### config.mk
export PLATFORM = sky130hd
export DESIGN_NAME = spi_mem_responder
export DESIGN_NICKNAME = d
export VERILOG_FILES = /design/src/rtl/spi_mem_responder.sv
export SDC_FILE = /design/constraint.sdc
export NUM_CORES = 1
export LEC_CHECK = 0
export ABC_AREA = 1
export CORE_ASPECT_RATIO = 0.6
export CORE_MARGIN = 4
export CORE_UTILIZATION = 59
export DETAILED_ROUTE_END_ITERATION = 6
export HOLD_SLACK_MARGIN = 0.1
export PLACE_DENSITY = 0.79
export REMOVE_ABC_BUFFERS = 1
export SLEW_MARGIN = 10
export SYNTH_ARGS = -nofsm -noshare
export SYNTH_HDL_FRONTEND = slang
export SYNTH_SLANG_ARGS = --single-unit
export TNS_END_PERCENT = 1
### constraint.sdc
create_clock -name clk -period 2 [get_ports clk]
set_input_delay 0.4 -clock clk [delete_from_list [all_inputs] [get_ports clk]]
set_output_delay 0.4 -clock clk [all_outputs]
set_load 0.02 [all_outputs]
### src/rtl/spi_mem_responder.sv
// SPI/QSPI PSRAM-style memory responder. Oversamples ce_n/sclk/sio in the clk domain
// and turns initiator transfers into byte reads/writes on a synchronous memory port.
//
// state  | meaning
// IDLE   | deselected, waiting for a ce_n falling edge
// CMD    | shifting the 8-bit command on sio0
// ADDR   | shifting 24 address bits (serial) or 6 nibbles (quad)
// DUMMY  | quad-read wait cycles, first read issued on the first edge
// RDATA  | driving read bytes, prefetching the next byte
// WDATA  | collecting write bytes, one mem_we per byte
// IGNORE | unknown command, idle until deselect
module spi_mem_responder #(
  parameter int ADDR_W     = 24,
  parameter int DUMMY_QUAD = 6
) (
  input  logic              clk,
  input  logic              rst,
  input  logic              ce_n,
  input  logic              sclk,
  input  logic [3:0]        sio_i,
  output logic [3:0]        sio_o,
  output logic [3:0]        sio_oe,
  output logic [ADDR_W-1:0] mem_addr,
  output logic              mem_re,
  input  logic [7:0]        mem_rdata,
  output logic              mem_we,
  output logic [7:0]        mem_wdata
);

  localparam logic [7:0] CMD_READ   = 8'h03;
  localparam logic [7:0] CMD_WRITE  = 8'h02;
  localparam logic [7:0] CMD_QREAD  = 8'hEB;
  localparam logic [7:0] CMD_QWRITE = 8'h38;
  localparam logic [4:0] DUMMY_TC   = 5'(DUMMY_QUAD - 1);

  typedef enum logic [2:0] {
    IDLE, CMD, ADDR, DUMMY, RDATA, WDATA, IGNORE
  } state_t;

  state_t state_q, state_d;

  logic [1:0] ce_sync, sclk_sync;
  logic [3:0] sio_sync1, sio_s;
  logic       ce_s, ce_d, sclk_s, sclk_d;
  logic       rise, fall, ce_fall;

  logic [4:0]  cnt_q;
  logic        cnt_tc;
  logic        quad_q, read_q;
  logic [6:0]  cmd_sh;
  logic [22:0] addr_sh;
  logic [6:0]  wr_sh;
  logic [7:0]  tx_sh;
  logic [7:0]  prefetch;
  logic        rd_pend;

  logic [7:0]  cmd_word;
  logic [23:0] addr_word;
  logic [7:0]  wr_word;
  logic [7:0]  tx_byte;
  logic        cmd_known, cmd_quad, cmd_read;

  // ce regs reset to "selected" so a ce_n held low through reset never looks like a new select
  always_ff @(posedge clk) begin
    if (rst) begin
      ce_sync   <= 2'b00;
      ce_d      <= 1'b0;
      sclk_sync <= 2'b00;
      sclk_d    <= 1'b0;
      sio_sync1 <= 4'h0;
      sio_s     <= 4'h0;
    end else begin
      ce_sync   <= {ce_sync[0], ce_n};
      ce_d      <= ce_sync[1];
      sclk_sync <= {sclk_sync[0], sclk};
      sclk_d    <= sclk_sync[1];
      sio_sync1 <= sio_i;
      sio_s     <= sio_sync1;
    end
  end

  assign ce_s    = ce_sync[1];
  assign sclk_s  = sclk_sync[1];
  assign rise    = sclk_s & ~sclk_d;
  assign fall    = ~sclk_s & sclk_d;
  assign ce_fall = ~ce_s & ce_d;
  assign cnt_tc  = (cnt_q == 5'd0);

  assign cmd_word  = {cmd_sh, sio_s[0]};
  assign addr_word = quad_q ? {addr_sh[19:0], sio_s} : {addr_sh, sio_s[0]};
  assign wr_word   = quad_q ? {wr_sh[3:0], sio_s} : {wr_sh, sio_s[0]};
  // first byte of a serial read may still be in flight from memory when its first bit is due
  assign tx_byte   = rd_pend ? mem_rdata : prefetch;

  assign cmd_read  = (cmd_word == CMD_READ) || (cmd_word == CMD_QREAD);
  assign cmd_quad  = (cmd_word == CMD_QREAD) || (cmd_word == CMD_QWRITE);
  assign cmd_known = cmd_read || cmd_quad || (cmd_word == CMD_WRITE);

  always_comb begin
    state_d = state_q;
    sio_oe  = 4'h0;
    if (ce_s) begin
      state_d = IDLE;
    end else begin
      case (state_q)
        IDLE:    if (ce_fall) state_d = CMD;
        CMD:     if (rise && cnt_tc) state_d = cmd_known ? ADDR : IGNORE;
        ADDR: begin
          if (rise && cnt_tc) begin
            if (!read_q)     state_d = WDATA;
            else if (quad_q) state_d = DUMMY;
            else             state_d = RDATA;
          end
        end
        DUMMY:   if (rise && cnt_tc) state_d = RDATA;
        RDATA:   sio_oe = quad_q ? 4'hF : 4'h2;
        default: ;
      endcase
    end
  end

  always_ff @(posedge clk) begin
    if (rst) begin
      state_q   <= IDLE;
      cnt_q     <= 5'd0;
      quad_q    <= 1'b0;
      read_q    <= 1'b0;
      cmd_sh    <= 7'h0;
      addr_sh   <= 23'h0;
      wr_sh     <= 7'h0;
      tx_sh     <= 8'h0;
      prefetch  <= 8'h0;
      rd_pend   <= 1'b0;
      sio_o     <= 4'h0;
      mem_addr  <= '0;
      mem_re    <= 1'b0;
      mem_we    <= 1'b0;
      mem_wdata <= 8'h0;
    end else begin
      state_q <= state_d;
      mem_re  <= 1'b0;
      mem_we  <= 1'b0;
      rd_pend <= mem_re;
      if (rd_pend) prefetch <= mem_rdata;
      if (mem_we) mem_addr <= mem_addr + ADDR_W'(1);

      if (ce_s) begin
        cnt_q <= 5'd0;
        wr_sh <= 7'h0;
        sio_o <= 4'h0;
      end else begin
        case (state_q)
          IDLE: if (ce_fall) cnt_q <= 5'd7;
          CMD: begin
            if (rise) begin
              cmd_sh <= cmd_word[6:0];
              if (cnt_tc) begin
                quad_q <= cmd_quad;
                read_q <= cmd_read;
                cnt_q  <= cmd_quad ? 5'd5 : 5'd23;
              end else begin
                cnt_q <= cnt_q - 5'd1;
              end
            end
          end
          ADDR: begin
            if (rise) begin
              addr_sh <= addr_word[22:0];
              if (cnt_tc) begin
                mem_addr <= ADDR_W'(addr_word);
                if (!read_q) begin
                  cnt_q <= quad_q ? 5'd1 : 5'd7;
                end else if (quad_q) begin
                  cnt_q <= DUMMY_TC;
                end else begin
                  cnt_q  <= 5'd0;
                  mem_re <= 1'b1;
                end
              end else begin
                cnt_q <= cnt_q - 5'd1;
              end
            end
          end
          DUMMY: begin
            if (rise) begin
              if (cnt_q == DUMMY_TC) mem_re <= 1'b1;
              cnt_q <= cnt_tc ? 5'd0 : cnt_q - 5'd1;
            end
          end
          RDATA: begin
            if (fall) begin
              if (cnt_tc) begin
                mem_addr <= mem_addr + ADDR_W'(1);
                mem_re   <= 1'b1;
                if (quad_q) begin
                  sio_o <= tx_byte[7:4];
                  tx_sh <= {tx_byte[3:0], 4'h0};
                  cnt_q <= 5'd1;
                end else begin
                  sio_o <= {2'b00, tx_byte[7], 1'b0};
                  tx_sh <= {tx_byte[6:0], 1'b0};
                  cnt_q <= 5'd7;
                end
              end else begin
                cnt_q <= cnt_q - 5'd1;
                if (quad_q) begin
                  sio_o <= tx_sh[7:4];
                  tx_sh <= {tx_sh[3:0], 4'h0};
                end else begin
                  sio_o <= {2'b00, tx_sh[7], 1'b0};
                  tx_sh <= {tx_sh[6:0], 1'b0};
                end
              end
            end
          end
          WDATA: begin
            if (rise) begin
              wr_sh <= wr_word[6:0];
              if (cnt_tc) begin
                mem_we    <= 1'b1;
                mem_wdata <= wr_word;
                cnt_q     <= quad_q ? 5'd1 : 5'd7;
              end else begin
                cnt_q <= cnt_q - 5'd1;
              end
            end
          end
          default: ;
        endcase
      end
    end
  end

endmodule

==> results of run 1 <==
## routing by layer
layer	vias to the layer above	track usage, %	wire [um]
met1	3152	47.03	9329
met2	409	40.43	7829
li1	3422	-	-
met3	39	9.228	2650
met5	-	0	0
met4	0	7.899	290
## final cells by class
type	instances	area, sq um
Sequential cell	115	2306
Multi-Input combinational cell	713	3715
Clock inverter	13	122.6
Inverter	109	432.9
Clock buffer	19	452.9
Fill cell	846	2686
Tap cell	139	173.9
Timing Repair Buffer	105	923.4
## cell usage after synthesis, types with 11 or more instances
| master | n | area share (%) |
|---|---|---|
| inv_1 | 95 | 5.3 |
| clkbuf_1 | 11 | 0.62 |
| o21ai_0 | 106 | 7.9 |
| nand3_1 | 74 | 5.5 |
| buf_2 | 19 | 1.4 |
| a211oi_1 | 14 | 1.6 |
| nor2_1 | 98 | 5.5 |
| a31oi_1 | 12 | 1.1 |
| mux2i_1 | 16 | 2.4 |
| dfxtp_1 | 115 | 34 |
| a21oi_1 | 84 | 6.3 |
| nand2_1 | 211 | 12 |
## where the power goes
group          total, W  internal [W]  switching (W)
clock           0.00299       0.00179        0.00120
combinational   0.00276       0.00100        0.00176
sequential      0.00273       0.00249       0.000236
## placed cells by master (no fill, tap or decap), types with 16 or more instances in the layout
master           synthesis  final
nand3_1                 74     74
o21ai_0                106    106
mux2i_1                 16     16
buf_4                    8     48
nor2_1                  98     97
nand2_1                211    209
dfxtp_1                115    112
a21oi_1                 84     84
clkbuf_16                0     17
inv_1                   95     93
clkdlybuf4s50_1          0     51
## sequential cells by signal (all words and copies together), names as in the netlist, 2 cells and up
register / flops
sio_o: 4
wr_sh: 7
sclk_sync: 2
state_q: 3
prefetch: 8
mem_addr: 24
mem_wdata: 8
cnt_q: 5
sio_s: 4
sio_sync1: 4
ce_sync: 2
tx_sh: 7
addr_sh: 23
cmd_sh: 7
## through the flow
step,TNS [ps],total power (W),cell area [sq um]
after detailed placement,-105.1,0.005382,7538
after floorplan,-18410,0.004365,6425
after global routing,-87.73,0.008867,8127
final,0,0.008480,8127
after CTS,-115.1,0.008389,8115
after global placement,-6.468,0.005357,7538
## cells by family after synthesis
family                     count (synthesis)  share of synthesized area (%)
adders and majority gates                  7                          1.309
buffers and inverters                    155                          10.42
and+or+nand+nor                          437                          29.99
DFF                                      115                          34.42
muxes                                     16                          2.394
AOI/OAI and AO/OA                        246                          20.56
xor gates and xnor gates                   7                         0.9166
## path summary, 6_finish.rpt
path / from / to / slack (ps)
setup / recovery: state_q[0] / sio_oe[1] / 20
hold / removal: rst / ce_d / 340
setup reg to reg: ce_sync[1] / cnt_q[1] / 80
hold reg to reg: sio_sync1[3] / sio_s[3] / 400
## repair_timing
item | 4_1_cts | 5_1_grt
gates resized for setup | 12 | 15
cloned | 0 | 0
setup buffers | 0 | 0
pin swaps | 0 | 0
endpoints found under the setup margin | 4 | 17
==> metrics.md, run 1 <==
| Metric | Value |
|---|---|
| Fin nets | 1084 |
| Worst setup path class | flip-flop to output port |
| CP required | 1600 ps |
| Root Driver | clkbuf_16 |
| Post-route DRC | 0 |
| Total Routing Usage GR | 30.52% |
| ANT cells | 0 |
| Synthesized cell area | 6689 sq um |
| Syn_area_per_cell | 6.805 sq um |
| Clock buffer depth | 2 |
| Remaining antenna violation count after routing | 0 |
| Vias in the first global route | 6136 |
| Top delay family on crit path | buffers and inverters |
| Initial core utilization | 61.86% |
| Wire per inst | 16.57 um |
| Top-level I/O count | 58 |
| Most used flip-flop cell after synthesis | dfxtp_1 |
| Worst setup EP type | output port |
| Hold crit path type | input pin to flip-flop |
| Core Footprint | 10810 sq um |
| Die X | 145.5 um |
| Largest net degree at the start of global routing | 31 |
| Worst-path cell chain | nor2_2 > inv_2 > nor2_4 > inv_2 > buf_4 > nor2_1 > buf_4 |
| Max cap viols | 0 |
| Clock sinks | 115 |
| Area delta synth->final | 21.49% |
| Clk_skew | 9.331 ps |
| DP Worst Slack | -36.48 ps |
| Initial antenna violation count | 0 |
| PD cells | 1043 nW/um^2 |
| Drt pass-1 iters | 6 |
| Fmax | 504.2 MHz |
| Hold buffer count at cts | 0 |
| Die Y | 90.48 um |
| Period utilisation layout | 99.17% |
| Post-synth cell types | 54 |
| Min Hold Slack | 340.9 ps |
| Worst Tran Pin Value | 853.2 ps |
| Port Buffers | 57 |
| 1st-iter DRT viols | 840 |
| Non-Filler Instances | 1213 |
| Max-slew headroom | 42.91% |
| Critical path fanouts, max | 4 |
| Placed cell count | 1181 |
| Crit path buffers/inverters | 4 |
| DIE AREA | 13160 sq um |
| Async SR Flop Fraction | 0% |
| YS warnings | 0 |
| Hold depth | 2 |
| Cell count after synthesis | 983 |
| Min Tclk post-route | 1983 ps |
| Routed vias/inst | 5.789 |
| Crit path DAT | 1580 ps |
| CTS Buf Count | 17 |
| Grt ovf | 0 |
| Number of synthesized flops with an enable pin | 0 |
| Worst skew pair latency | 420 ps |
| Max stage delay on crit path | 330 ps |
| First-pass GRT wire length | 32.63 mm |
| Final WS setup | 16.62 ps |
| R2R depth | 7 |
| Outcome | finished clean |
| Count of final hold-check violations | 0 |
| Peak VDD IR | 751.7 uV |
| Final Setup Violations | 0 |
| Slowest CP cell | dfxtp_1 |
| Final WL | 20.10 mm |
| Placer Congestion | 1.035 |
| Vias | 7022 |
| Worst path depth | 7 |
| Rows | 29 |
| CTS tree | built |
| Fin util | 75.16% |
| Startpoint Class | flip-flop |
| Clk pin slew, worst setup/hold paths | 60 ps |
| Layout cell share with drive strength beyond 1 | 14.25% |
| Synthesis-stage register bit count | 115 |
| Final Max Tran Viols | 0 |
| Htree depth | 4 |
| RSZ-0062 raised after global routing | yes |
| Sequential element share of the synthesized area | 34.42% |
| Sum of net half-perimeters after detailed placement | 14.09 mm |
| Static Leak | 3.407 nW |
Power figures use the tool's default switching activity.
==> run 2: changes to the inputs <==
SKIP_LAST_GASP = 1   (was not set)
==> run 2 against run 1 <==
The flow now finishes with violations (setup timing). Global-route usage stayed put. Die area stayed put. Via count hardly changed. Routed wire length is 0.12% lower. Non-clock buffer count unchanged. Register-to-register slack hardly changed. Largest cell class unchanged.
==> metrics.md, run 2 (synthesis results as in run 1) <==
| Metric | Value |
|---|---|
| Count of final hold-check violations | 0 |
| Placed cell count | 1181 |
| Port Buffers | 57 |
| RSZ-0062 raised after global routing | yes |
| Postcts setup bufs | 0 |
| Clk pin slew, worst setup/hold paths | 60 ps |
| Wire per inst | 16.55 um |
| Number of flip-flops in the largest register | 24 |
| Worst skew pair latency | 420 ps |
| Critical path fanouts, max | 6 |
| Slowest CP cell | clkdlybuf4s50_1 |
| Initial core utilization | 61.86% |
| Initial antenna violation count | 0 |
| Final WL | 20.08 mm |
| CTS-repair resized insts | 11 |
| Max-slew headroom | 44.10% |
| Total Routing Usage GR | 30.52% |
| Final-layout fill cell count | 846 |
| Final Max Tran Viols | 0 |
| Min Tclk post-route | 2001 ps |
| ANT cells | 0 |
| Largest regs | mem_addr x24, addr_sh x23 |
| Final Setup Violations | 1 |
| DP Worst Slack | -36.48 ps |
| Die Y | 90.48 um |
| Worst-path cell chain | clkdlybuf4s50_1 |
| Static Leak | 3.388 nW |
| Layout cell share with drive strength beyond 1 | 13.87% |
| Period utilisation layout | 100.0% |
| Hold_sp | rst |
| Most frequent cells in the layout | nand2_1, dfxtp_1, o21ai_0 |
| Placer Congestion | 1.035 |
| Vias in the first global route | 6136 |
| Failing checks | setup timing |
| Clk_skew | 8.394 ps |
| Final WS setup | -0.6520 ps |
| Top delay family on crit path | buffers and inverters |
| Post-route DRC | 0 |
| Core Footprint | 10810 sq um |
| Sum of net half-perimeters after detailed placement | 14.09 mm |
| CP required | 1600 ps |
| Fin nets | 1084 |
| Largest net degree at the start of global routing | 31 |
| DIE AREA | 13160 sq um |
| 1st-iter DRT viols | 771 |
| Root Driver | clkbuf_16 |
| Hold buffer count at cts | 0 |
| Hold depth | 2 |
| Crit path buffers/inverters | 1 |
| Max stage delay on crit path | 670 ps |
| Non-Filler Instances | 1213 |
| Htree depth | 4 |
| Rows | 29 |
| Area delta synth->final | 21.25% |
| Reg2reg start | ce_sync[1] |
| Die X | 145.5 um |
| Drt pass-1 iters | 6 |
| PD cells | 1045 nW/um^2 |
| Crit path DAT | 1600 ps |
| R2R depth | 7 |
| Clock sinks | 115 |
| Vias | 7021 |
| Worst setup EP type | output port |
| Commonest non-fill, non-tap cell in the layout | nand2_1 |
| Clock buffer depth | 2 |
| Routed vias/inst | 5.788 |
| Remaining antenna violation count after routing | 0 |
| First-pass GRT wire length | 32.63 mm |
| Max cap viols | 0 |
| Pwr Total | 0.008477 W |
| Hold crit path type | input pin to flip-flop |
| Worst setup path class | flip-flop to output port |
| Fmax | 499.8 MHz |
| Peak VDD IR | 754.7 uV |
| Register area | 2305 sq um |
| CTS tree | built |
| Top-level I/O count | 58 |
| Outcome | finished, violations left |
| Startpoint Class | flip-flop |
| Grt ovf | 0 |
| Worst Tran Pin Value | 835.4 ps |
| Hold endpoint | ce_d |
| Multi-input gate area | 3705 sq um |
| Reg2reg setup slack | 80 ps |
| Biggest register | mem_addr |
| Reg2Reg Capture Point | cnt_q[1] |
| CTS Buf Count | 17 |
run 2: cell count changes in the layout (fill, tap and decap cells not counted), sizes merged:
| cell | delta |
|---|---|
| dlymetal6s2s | -1 |
| clkbuf | +1 |
| clkdlybuf4s50 | +1 |
| buf | -1 |
run 2: per-layer routing:
metal / wire length, um / vias to the layer above / global-route usage (%)
li1: - / 3417 / -
met1: 9216 / 3141 / 47.03
met2: 7767 / 429 / 40.43
met3: 2805 / 34 / 9.228
met4: 288 / 0 / 7.899
met5: 0 / - / 0
run 2: area by class of cell:
cell class              instances  area share, %
multi-input cells             713          45.68
clock buffers                  19          5.585
inverters                     109          5.338
flip-flops and latches        115          28.42
repair buffers                105          11.32
clock inverters                13          1.512
well taps                     139          2.144
run 2: worst max path at each step:
stage                             from            to  slack, ps  cells past startpoint
final                     mem_addr[19]  mem_addr[19]       -0.7                      1
after detailed placement    state_q[0]     sio_oe[2]        -40                      6
after global placement      state_q[0]     sio_oe[0]         -3                      6
after global routing        state_q[0]     sio_oe[1]        -40                      7
after CTS                   state_q[0]     sio_oe[2]        -50                      6
after floorplan                 quad_q     sio_oe[0]      -1590                      2
run 2: report_power, final:
part           internal [W]  switching (W)  total [W]
combinational      0.000994        0.00176    0.00275
sequential          0.00249       0.000237    0.00273
clock               0.00179        0.00120    0.00300
total               0.00528        0.00320    0.00848
run 2: per-stage QoR:
step	hold slack (ps)	instance area [sq um]	TNS (ps)	util (%)
after floorplan	388.3	6425	-18410	-
after global placement	389.9	7538	-6.468	69.72
final	342.1	8110	-0.6520	75.01
after detailed placement	397.5	7538	-105.1	69.72
after global routing	353.7	8110	-249.8	75.01
after CTS	324.1	8114	-157.2	75.04
==> run 3: changes to the inputs <==
CORE_MARGIN = not set   (was 4)
==> run 3 against run 2 <==
The flow still finishes with violations (setup timing). Core utilization up 0.37 points. Sequential cell count unchanged. Hold slack better by 64 ps. Register-to-register slack worse by 50 ps. Total power about the same. Sequential share of layout area down 0.14 points. Routed wire length up 2.8%. Non-clock buffer count down 1. Combinational power up 1%.
==> metrics.md, run 3 (synthesis results as in run 1) <==
| Metric | Value |
|---|---|
| Outcome | finished, violations left |
| Failing checks | setup timing |
| Rows | 29 |
| Die Y | 84.48 um |
| Number of flip-flops in the largest register | 24 |
| Switch share | 37.70% |
| Worst Tran Pin Value | 674.1 ps |
| Top-level I/O count | 58 |
| Clk_skew | 7.786 ps |
| Routed vias/inst | 5.963 |
| Startpoint Class | flip-flop |
| Post-route DRC | 0 |
| CP Capture Point | sio_oe[1] |
| Clk pin slew, worst setup/hold paths | 60 ps |
| Root Driver | clkbuf_16 |
| Placer Congestion | 0.9874 |
| CP required | 1600 ps |
| 1st-iter DRT viols | 884 |
| DP Worst Slack | 49.29 ps |
| Worst setup path class | flip-flop to output port |
| CTS-repair resized insts | 4 |
| Wire per inst | 17.03 um |
| Count of final hold-check violations | 0 |
| Critical path fanouts, max | 5 |
| First-pass GRT wire length | 33.38 mm |
| Clock buffer depth | 2 |
| Commonest non-fill, non-tap cell in the layout | nand2_1 |
| Vias | 7227 |
| RSZ-0062 raised after global routing | yes |
| Core Footprint | 10810 sq um |
| Most frequent cells in the layout | nand2_1, dfxtp_1, o21ai_0 |
| CP Launch Point | state_q[0] |
| Sequential share of power | 32.2% |
| Min Tclk post-route | 2011 ps |
| Reg2reg start | cnt_q[0] |
| Area delta synth->final | 21.85% |
| Peak VDD IR | 967.0 uV |
| Power share of the combinational group | 32.9% |
| Grt ovf | 0 |
| Non-Filler Instances | 1212 |
| Largest net degree at the start of global routing | 45 |
| Final-layout fill cell count | 858 |
| Final WL | 20.64 mm |
| Layout cell share with drive strength beyond 1 | 13.79% |
| DIE AREA | 11780 sq um |
| Largest regs | mem_addr x24, addr_sh x23 |
| Sum of net half-perimeters after detailed placement | 14.27 mm |
| Reg2reg setup slack | 30 ps |
| R2R depth | 10 |
| Clock sinks | 115 |
| PD cells | 1041 nW/um^2 |
| CTS Buf Count | 17 |
| Initial antenna violation count | 0 |
| Total Routing Usage GR | 36.34% |
| Net Sw Power | 0.003198 W |
| Register area | 2305 sq um |
| Remaining antenna violation count after routing | 0 |
| Final WS setup | -11.04 ps |
| Period utilisation layout | 100.6% |
| Final Setup Violations | 1 |
| Placed cell count | 1180 |
| Max cap viols | 0 |
| Pwr Total | 0.008481 W |
| Biggest register | mem_addr |
| Hold buffer count at cts | 0 |
| Clock power share | 35.0% |
| Htree depth | 4 |
| Hold crit path type | input pin to flip-flop |
| Initial core utilization | 61.86% |
| Postcts setup bufs | 0 |
| Crit path DAT | 1610 ps |
| Vias in the first global route | 6623 |
| Port Buffers | 57 |
| Multi-input gate area | 3725 sq um |
| ANT cells | 0 |
| Fmax | 497.3 MHz |
| Internal | 0.005284 W |
| Final Max Tran Viols | 0 |
| Drt pass-1 iters | 6 |
| CTS tree | built |
| Reg2Reg Capture Point | mem_addr[0] |
| Worst setup EP type | output port |
| Static Leak | 3.379 nW |
| Max-slew headroom | 54.90% |
| Worst skew pair latency | 420 ps |
| Fin nets | 1083 |
| Die X | 139.5 um |
==> run 3: layer usage <==
layer	part of all wire (%)	up-vias	GRT usage (%)	wire length [um]
li1	-	3422	-	-
met1	44	3244	51.82	9112
met2	40	509	50.89	8159
met3	14	52	11.58	2972
met4	1.9	0	12.83	400
met5	0	-	0	0
==> run 3: power groups by stage <==
stage,logic (W),registers [W],clock network [W]
after floorplan,0.00148,0.00289,0
after global placement,0.00260,0.00276,0
after detailed placement,0.00264,0.00276,0
after CTS,0.00269,0.00272,0.00297
after global routing,0.00300,0.00276,0.00309
final,0.00279,0.00273,0.00297
==> run 3: worst min-delay path by stage <==
stage                             from           end  slack, ps  depth (start not counted)
after floorplan             ce_sync[0]    ce_sync[1]        390                          2
after global placement    sclk_sync[0]  sclk_sync[1]        390                          2
after detailed placement  sclk_sync[0]  sclk_sync[1]        410                          2
after CTS                          rst    ce_sync[0]        390                          2
after global routing      sio_sync1[1]      sio_s[1]        430                          2
final                              rst    ce_sync[0]        410                          2
==> run 3: worst max-delay path, cell delays in order, from the launching register on <==
cell           delay [ps]
dfxtp_1               310
nor2_2                140
inv_2                  70
nor2_4                 90
inv_2                  80
nor2_1                150
dlygate4sd2_1         350
==> run 3: stage by stage <==
step | cell area [sq um] | TNS, ps | hold WS, ps | util, %
after floorplan | 6425 | -18410 | 388.3 | -
after global placement | 7543 | 0 | 390.3 | 69.76
after detailed placement | 7543 | 0 | 407.4 | 69.76
after CTS | 8118 | -344.8 | 390.7 | 75.08
after global routing | 8150 | -525.1 | 426.2 | 75.38
final | 8150 | -11.04 | 405.7 | 75.38
==> run 3: area by class of cell <==
type	count	share of cell area (%)
clock inverter	13	1.551
inverter	109	5.358
tap	139	2.134
multi-input combinational	713	45.70
clock buffer	19	5.557
timing repair buffer	104	11.42
sequential	115	28.28
